**src/rtl/bin_to_bcd_seq_if.sv**
```systemverilog
// Request/result bundle for the sequential binary-to-BCD converter.
// The requester drives i_valid/i_bin; the converter returns readiness and the BCD digits.
interface bin_to_bcd_seq_if #(
  parameter int W = 13
);
  logic         i_valid;
  logic [W-1:0] i_bin;
  logic         o_ready;
  logic         o_busy;
  logic [3:0]   o_thousands;
  logic [3:0]   o_hundreds;
  logic [3:0]   o_tens;
  logic [3:0]   o_ones;
  logic         o_done;
  logic         o_changed;

  modport master (
    output i_valid, i_bin,
    input  o_ready, o_busy, o_thousands, o_hundreds, o_tens, o_ones, o_done, o_changed
  );

  modport slave (
    input  i_valid, i_bin,
    output o_ready, o_busy, o_thousands, o_hundreds, o_tens, o_ones, o_done, o_changed
  );
endinterface

```
**src/rtl/bin_to_bcd_seq.sv**
```systemverilog
// Sequential double-dabble converter: one bit per clock, W clocks per conversion,
// four registered BCD digits plus done/changed pulses.
module bin_to_bcd_seq #(
  parameter int W = 13
) (
  input  logic             i_clk,
  input  logic             i_rst_n,
  bin_to_bcd_seq_if.slave  bus
);
  localparam int CNT_W = 4;

  typedef enum logic {
    IDLE  = 1'b0,
    SHIFT = 1'b1
  } state_t;

  state_t           state_r, state_s;
  logic [W-1:0]     shift_r, shift_s;
  logic [15:0]      scratch_r, scratch_s;
  logic [CNT_W-1:0] cnt_r, cnt_s;
  logic [15:0]      digits_r, digits_s;
  logic             done_r, done_s;
  logic             changed_r, changed_s;
  logic             ready_r, ready_s;
  logic [15:0]      step_s;

  // One double-dabble step: correct every digit >= 5, then shift the next binary bit in.
  function automatic logic [15:0] dabble_step(input logic [15:0] bcd, input logic bit_in);
    logic [15:0] adj;
    adj = bcd;
    for (int d = 0; d < 4; d++) begin
      if (adj[4*d +: 4] >= 4'd5) begin
        adj[4*d +: 4] = adj[4*d +: 4] + 4'd3;
      end else begin
        adj[4*d +: 4] = adj[4*d +: 4];
      end
    end
    return {adj[14:0], bit_in};
  endfunction

  // Next-state and datapath decode.
  always_comb begin
    state_s   = state_r;
    shift_s   = shift_r;
    scratch_s = scratch_r;
    cnt_s     = cnt_r;
    digits_s  = digits_r;
    done_s    = 1'b0;
    changed_s = 1'b0;
    step_s    = dabble_step(scratch_r, shift_r[W-1]);
    case (state_r)
      IDLE: begin
        if (bus.i_valid) begin
          shift_s   = bus.i_bin;
          scratch_s = 16'd0;
          cnt_s     = CNT_W'(W);
          state_s   = SHIFT;
        end else begin
          state_s   = IDLE;
        end
      end
      SHIFT: begin
        scratch_s = step_s;
        shift_s   = shift_r << 1;
        cnt_s     = cnt_r - 4'd1;
        // The step taken with one bit left completes the conversion.
        if (cnt_r == 4'd1) begin
          digits_s  = step_s;
          done_s    = 1'b1;
          changed_s = (step_s != digits_r);
          state_s   = IDLE;
        end else begin
          state_s   = SHIFT;
        end
      end
      default: begin
        state_s = IDLE;
      end
    endcase
    ready_s = (state_s == IDLE);
  end

  // State and output registers with synchronous active-low reset.
  always_ff @(posedge i_clk) begin
    if (!i_rst_n) begin
      state_r   <= IDLE;
      shift_r   <= {W{1'b0}};
      scratch_r <= 16'd0;
      cnt_r     <= {CNT_W{1'b0}};
      digits_r  <= 16'd0;
      done_r    <= 1'b0;
      changed_r <= 1'b0;
      ready_r   <= 1'b1;
    end else begin
      state_r   <= state_s;
      shift_r   <= shift_s;
      scratch_r <= scratch_s;
      cnt_r     <= cnt_s;
      digits_r  <= digits_s;
      done_r    <= done_s;
      changed_r <= changed_s;
      ready_r   <= ready_s;
    end
  end

  assign bus.o_ready     = ready_r;
  assign bus.o_busy      = ~ready_r;
  assign bus.o_thousands = digits_r[15:12];
  assign bus.o_hundreds  = digits_r[11:8];
  assign bus.o_tens      = digits_r[7:4];
  assign bus.o_ones      = digits_r[3:0];
  assign bus.o_done      = done_r;
  assign bus.o_changed   = changed_r;
endmodule

```
**src/flat_wrapper.sv**
```systemverilog
// flat-port wrapper written by rule: the top's interface ports become plain ports
module bin_to_bcd_seq_flat 
#(
  parameter int W = 13
)
  (i_clk, i_rst_n, bus_i_valid, bus_i_bin, bus_o_ready, bus_o_busy, bus_o_thousands, bus_o_hundreds, bus_o_tens, bus_o_ones, bus_o_done, bus_o_changed);
  bin_to_bcd_seq_if #(.W(W)) bus_i ();
  input  logic i_clk;
  input  logic i_rst_n;
  input wire logic [$bits(bus_i.i_valid)-1:0] bus_i_valid;
  input wire logic [$bits(bus_i.i_bin)-1:0] bus_i_bin;
  output wire logic [$bits(bus_i.o_ready)-1:0] bus_o_ready;
  output wire logic [$bits(bus_i.o_busy)-1:0] bus_o_busy;
  output wire logic [$bits(bus_i.o_thousands)-1:0] bus_o_thousands;
  output wire logic [$bits(bus_i.o_hundreds)-1:0] bus_o_hundreds;
  output wire logic [$bits(bus_i.o_tens)-1:0] bus_o_tens;
  output wire logic [$bits(bus_i.o_ones)-1:0] bus_o_ones;
  output wire logic [$bits(bus_i.o_done)-1:0] bus_o_done;
  output wire logic [$bits(bus_i.o_changed)-1:0] bus_o_changed;
  assign bus_i.i_valid = bus_i_valid;
  assign bus_i.i_bin = bus_i_bin;
  assign bus_o_ready = bus_i.o_ready;
  assign bus_o_busy = bus_i.o_busy;
  assign bus_o_thousands = bus_i.o_thousands;
  assign bus_o_hundreds = bus_i.o_hundreds;
  assign bus_o_tens = bus_i.o_tens;
  assign bus_o_ones = bus_i.o_ones;
  assign bus_o_done = bus_i.o_done;
  assign bus_o_changed = bus_i.o_changed;
  bin_to_bcd_seq #(.W(W)) u_core (.i_clk(i_clk), .i_rst_n(i_rst_n), .bus(bus_i));
endmodule
```
**config.mk**
```make
export PLATFORM = sky130hd
export DESIGN_NAME = bin_to_bcd_seq_flat
export DESIGN_NICKNAME = d
export VERILOG_FILES = /design/src/rtl/bin_to_bcd_seq_if.sv /design/src/rtl/bin_to_bcd_seq.sv /design/src/flat_wrapper.sv
export SDC_FILE = /design/constraint.sdc
export NUM_CORES = 1
export LEC_CHECK = 0
export CORE_MARGIN = 2
export CORE_UTILIZATION = 58
export DETAILED_ROUTE_END_ITERATION = 12
export MAX_ROUTING_LAYER = met4
export PLACE_DENSITY = 0.86
export SYNTH_ARGS = -nofsm -noshare
export SYNTH_HDL_FRONTEND = slang
export SYNTH_SLANG_ARGS = --single-unit
```
**constraint.sdc**
```tcl
create_clock -name i_clk -period 2.9 [get_ports i_clk]
set_clock_uncertainty 0.05 [all_clocks]
set_input_delay 0.58 -clock i_clk [delete_from_list [all_inputs] [get_ports i_clk]]
set_output_delay 0.58 -clock i_clk [all_outputs]
set_load 0.005 [all_outputs]
```
==> run metrics, run 1 <==
status complete, no violations; Final Max Tran Viols 0; number of port buffers 35; Post-Syn Area 2620 µm²; commonest non-fill, non-tap cell in the layout dfxtp_1; Leak 1.23 nW; Max-Slew Margin vs Limit 44.4%; CTS Hold Buffers Added 0; diode count 0; first-pass GRT wire length 9160 µm; Detail Route Antenna Nets 0; num ports 36; hold slack 439 ps; total power draw 1.34 mW; synthesized instance count 318; max_cap viols 0; Slew @ Worst Pin 834 ps; highest-delay cell along the critical path dfxtp_1; Sink Count 53; worst skew pair latency 300 ps; Power Dens Cells 436 nW/µm²; antenna violations before repair 0; DRC Markers 0; # nets final 372; Crit path arrival time 2280 ps; DRT iter0 DRCs 137; WP data required 3020 ps; commonest non-fill, non-tap cells in the layout dfxtp_1, nor2_1, a21oi_1; post-CTS sizing 0; post-route cell area 3080 µm²; Yosys reg bits 53; GPL Wtd Cong 0.790; number of CTS-inserted buffers 5; Distinct cells, synth 33; fmax 0.463 GHz; Peak supply drop 0.331 mV; H-Tree Depth 2; Final min period 2160 ps; via count 2211; type of origin of the critical path flop; GRT Total Usage 23.0%; Final Hold Viols 0; Crit Path Class reg -> reg; synthesized area per cell 8.24 µm²; Clock Path Buffers 2; syn_nets 344; crit path capture type flop; Root Buffer Master clkbuf_8; Area Growth Syn to Fin 17.6%; Detail Placement HPWL 3690 µm; number of placed cells counting well taps 391; core box area 4350 µm²; crit-path max FO 5; Setup Viol. Count Final 0; Setup TNS 0 ps; drt pass-1 iters 4; CTS tree yes; register clock-pin slew on the reported worst setup and hold paths 100 ps; routed wire length 5270 µm; Final Cycle Share 74.4%; fin cells 399; largest net degree at the start of global routing 36; sequential cell area fraction in the yosys report 40.5%; Crit path largest cell delay 350 ps; worst-path cell chain inv_1 > ha_1 > nand2b_1 > a21oi_2 > mux2_4 > xnor2_1 > nor4_2 > a311oi_1; RSZ-0062 raised after global routing false; Die Area 5070 µm²; row count 24; global route overflow 0; HP Class reg -> reg; share of cells above drive strength 1 5.48%; die height 71.2 µm; Via density 5.54; Yosys warnings 0; postcts setup bufs 0; Routed wire per std cell 13.2 µm; starting density of the core 60.2%; placed standard-cell area 3000 µm²; Die W 71.2 µm; vias in the first global route 2010; fillers 343
[per-stage QoR]
step | setup slack [ps] | util, %
global route | 571 | 70.8
global placement | 719 | 68.9
detailed placement | 657 | 68.9
CTS | 728 | 70.8
floorplan | 1060 | -
finish | 742 | 70.8
[cells in the mapped netlist]
cell,n,area (µm²)
buf_2,3,15.0
a311oi_1,2,17.5
o21ai_0,5,25.0
a211oi_1,8,60.1
nand2_1,18,67.6
a22oi_1,1,7.51
mux2i_1,16,160
or3_1,2,12.5
dfxtp_1,53,1060
xor2_1,12,105
a21o_1,1,7.51
o21a_1,2,15.0
nand2b_1,5,31.3
ha_1,10,125
clkbuf_1,14,52.6
nand3_1,5,25.0
nor3_1,12,60.1
a21oi_2,3,26.3
and2_1,1,6.26
inv_1,16,60.1
nor4_1,1,6.26
a21oi_1,45,225
nor2_1,50,188
nor2b_1,2,12.5
nor4_2,1,12.5
buf_1,2,7.51
o21ai_1,1,5.00
xnor2_1,9,78.8
mux2_4,1,15.0
nor3b_1,14,105
and3_1,1,6.26
o211ai_1,1,7.51
o221a_2,1,11.3
[layer usage]
layer / track usage (%) / vias up / part of all wire, %
met5: - / - / 0
met4: 6.50 / 0 / 1.5
met3: 4.22 / 10 / 4.0
met2: 36.9 / 56 / 49
met1: 30.0 / 1018 / 45
li1: - / 1127 / -
[flip-flops by register name, summed over array words and instances (netlist names)]
name and flops:
u_core.digits_r 16, u_core.bus.o_ready 1, u_core.bus.o_done 1, u_core.bus.o_changed 1
u_core.scratch_r 16, u_core.cnt_r 4, u_core.shift_r 13, u_core.state_r 1
[worst paths after layout]
kind         cells past startpoint                   end                  from  slack [ps]
min reg2reg                      2    u_core.digits_r[1]    u_core.digits_r[1]         440
max                              8  u_core.bus.o_changed  u_core.scratch_r[12]         740
max reg2reg                      8  u_core.bus.o_changed  u_core.scratch_r[12]         740
min                              2    u_core.digits_r[1]    u_core.digits_r[1]         440
[critical path, delay by kind of cell, from the launching register on]
kind / cells / cell delay, ps
AOI/OAI and AO/OA: 2 / 350
xor gates and xnor gates: 1 / 140
adders and majority gates: 1 / 240
buffers and inverters: 1 / 100
DFF: 1 / 350
muxes: 1 / 340
and+or+nand+nor: 2 / 460
[cell type report]
class	count	area [µm²]	area share (%)
Tap cell	52	65.1	2.11
Multi-Input combinational cell	230	1430	46.2
Clock buffer	6	72.6	2.35
Inverter	16	60.1	1.95
Sequential cell	53	1060	34.5
Clock inverter	2	10.0	0.325
Timing Repair Buffer	40	388	12.6
[kinds of logic (layout without fill, tap and decap cells)]
logic type | after synthesis | count (layout) | synth area share (%)
AND/OR/NAND/NOR | 112 | 112 | 20.3
buffers and inverters | 35 | 64 | 5.16
XOR/XNOR | 21 | 21 | 7.02
adder cells (fa/ha/maj) | 10 | 10 | 4.77
AO/OA/AOI/OAI | 70 | 70 | 15.6
flip-flops | 53 | 53 | 40.5
multiplexers | 17 | 17 | 6.68
[power breakdown]
part | internal (mW) | leakage [nW] | switching [mW]
registers | 0.753 | 0.431 | 0.0277
clock network | 0.168 | 0.0450 | 0.240
logic | 0.0783 | 0.750 | 0.0772
Power figures use the tool's default switching activity.
==> run 2, diff against run 1 <==
- CORE_UTILIZATION: 58 -> 54
- PLACE_DENSITY: 0.86 -> 0.81
- clock period: 2.9 -> 2.1 ns (I/O delays scaled with it)
==> run 2 against run 1 <==
Against the previous run: largest cell class unchanged; sequential cell count unchanged; critical path depth unchanged; worst setup slack worse by 640 ps; via count up 4.1%; critical endpoint unchanged; critical path type unchanged; first-iteration DRC count down 21%; combinational power up 54%; global-route usage up 0.21 points.
==> run metrics, run 2 (synthesized netlist as in run 1, its figures left out) <==
status complete, no violations; CTS Hold Buffers Added 0; met2 wire length 3010 µm; Crit path arrival time 2120 ps; post-route cell area 3240 µm²; max_cap viols 0; Detail Placement HPWL 4030 µm; commonest non-fill, non-tap cell in the layout nor2_1; diode count 0; DRC Markers 0; Final Max Tran Viols 0; # nets final 382; met3 routed WL 236 µm; Final min period 2000 ps; highest metal used met4; antenna violations before repair 0; CTS tree yes; largest net degree at the start of global routing 40; Detail Route Antenna Nets 0; die height 73.7 µm; starting density of the core 55.9%; final core utilization 69.1%; core box area 4690 µm²; routed wire length 5910 µm; crit-path max FO 4; Sink Count 53; GRT Total Usage 23.3%; Setup TNS 0 ps; num ports 36; Setup Viol. Count Final 0; Peak supply drop 0.357 mV; placed standard-cell area 3070 µm²; Leak 1.28 nW; Slew @ Worst Pin 526 ps; Power Dens Cells 586 nW/µm²; Root Buffer Master clkbuf_8; type of origin of the critical path flop; R2R setup slack 100 ps; first-pass GRT wire length 9530 µm; row count 25; register clock-pin slew on the reported worst setup and hold paths 100 ps; Final Hold Viols 0; Clock Path Buffers 2; Routed wire per std cell 14.4 µm; GPL Wtd Cong 0.921; number of port buffers 35; share of cells above drive strength 1 11.5%; H-Tree Depth 2; R2R depth 8; worst skew pair latency 310 ps; Area Growth Syn to Fin 23.6%; Regs by FF count u_core.digits_r (16), u_core.scratch_r (16), u_core.shift_r (13); M1 wire length 2550 µm; via count 2301; DRT iter0 DRCs 108; vias in the first global route 2235; total power draw 1.90 mW; crit path capture type flop; global route overflow 0; Crit Path Class reg -> reg; Max-Slew Margin vs Limit 64.8%; fmax 0.501 GHz; WP data required 2220 ps; Die W 73.7 µm; HP Class reg -> reg; Hold Path Depth 2; Via density 5.61; number of CTS-inserted buffers 5; commonest non-fill, non-tap cells in the layout nor2_1, dfxtp_1, a21oi_1; Die Area 5430 µm²; drt pass-1 iters 4; Final Cycle Share 95.0%
## run 2: changes by cell type in the layout (fill, tap and decap cells not counted), sizes merged
cell / delta
buf: +10
clkinv: -2
clkinvlp: +1
## run 2: per-stage QoR
step	setup WS, ps	hold slack (ps)	cells
floorplan	257	404	318
global placement	134	416	400
detailed placement	72.8	423	400
CTS	45.5	434	407
global route	-3.89	459	410
finish	104	437	410
## run 2: path summary, 6_finish.rpt
path,end,startpoint
worst max-delay path,u_core.bus.o_changed,u_core.scratch_r[8]
worst min-delay path,u_core.digits_r[0],u_core.digits_r[0]
worst max register to register,u_core.bus.o_changed,u_core.scratch_r[8]
worst min register to register,u_core.digits_r[0],u_core.digits_r[0]
## run 2: worst max-delay path: stages, from the launching register on
cell,delay (ps)
dfxtp_1,400
inv_1,90
ha_1,230
nand2b_1,120
a21oi_2,90
xnor2_1,350
xor2_1,140
nor4_2,260
a311oi_1,120
## run 2: per-layer routing
metal	global-route usage, %	vias up
met5	-	-
li1	-	1150
met4	9.29	0
met1	26.1	1078
met3	3.98	10
met2	40.8	63
## run 2: report_power, final
group	total [mW]	leakage (nW)	switching, mW	internal (mW)
sequential	1.07	0.433	0.0278	1.04
combinational	0.240	0.801	0.122	0.117
clock	0.592	0.0433	0.330	0.261
total	1.90	1.28	0.481	1.42
## run 2: area by class of cell
class	instances	area, µm²
clock buffers	6	82.6
clock inverters	1	7.51
fillers	398	1450
inverters	16	60.1
multi-input cells	230	1480
flip-flops and latches	53	1070
well taps	54	67.6
repair buffers	50	475
## run 2: timing repair
item                       4_1_cts  5_1_grt
setup endpoints to repair        0        1
setup buffers                    0        3
resized for setup                0       15
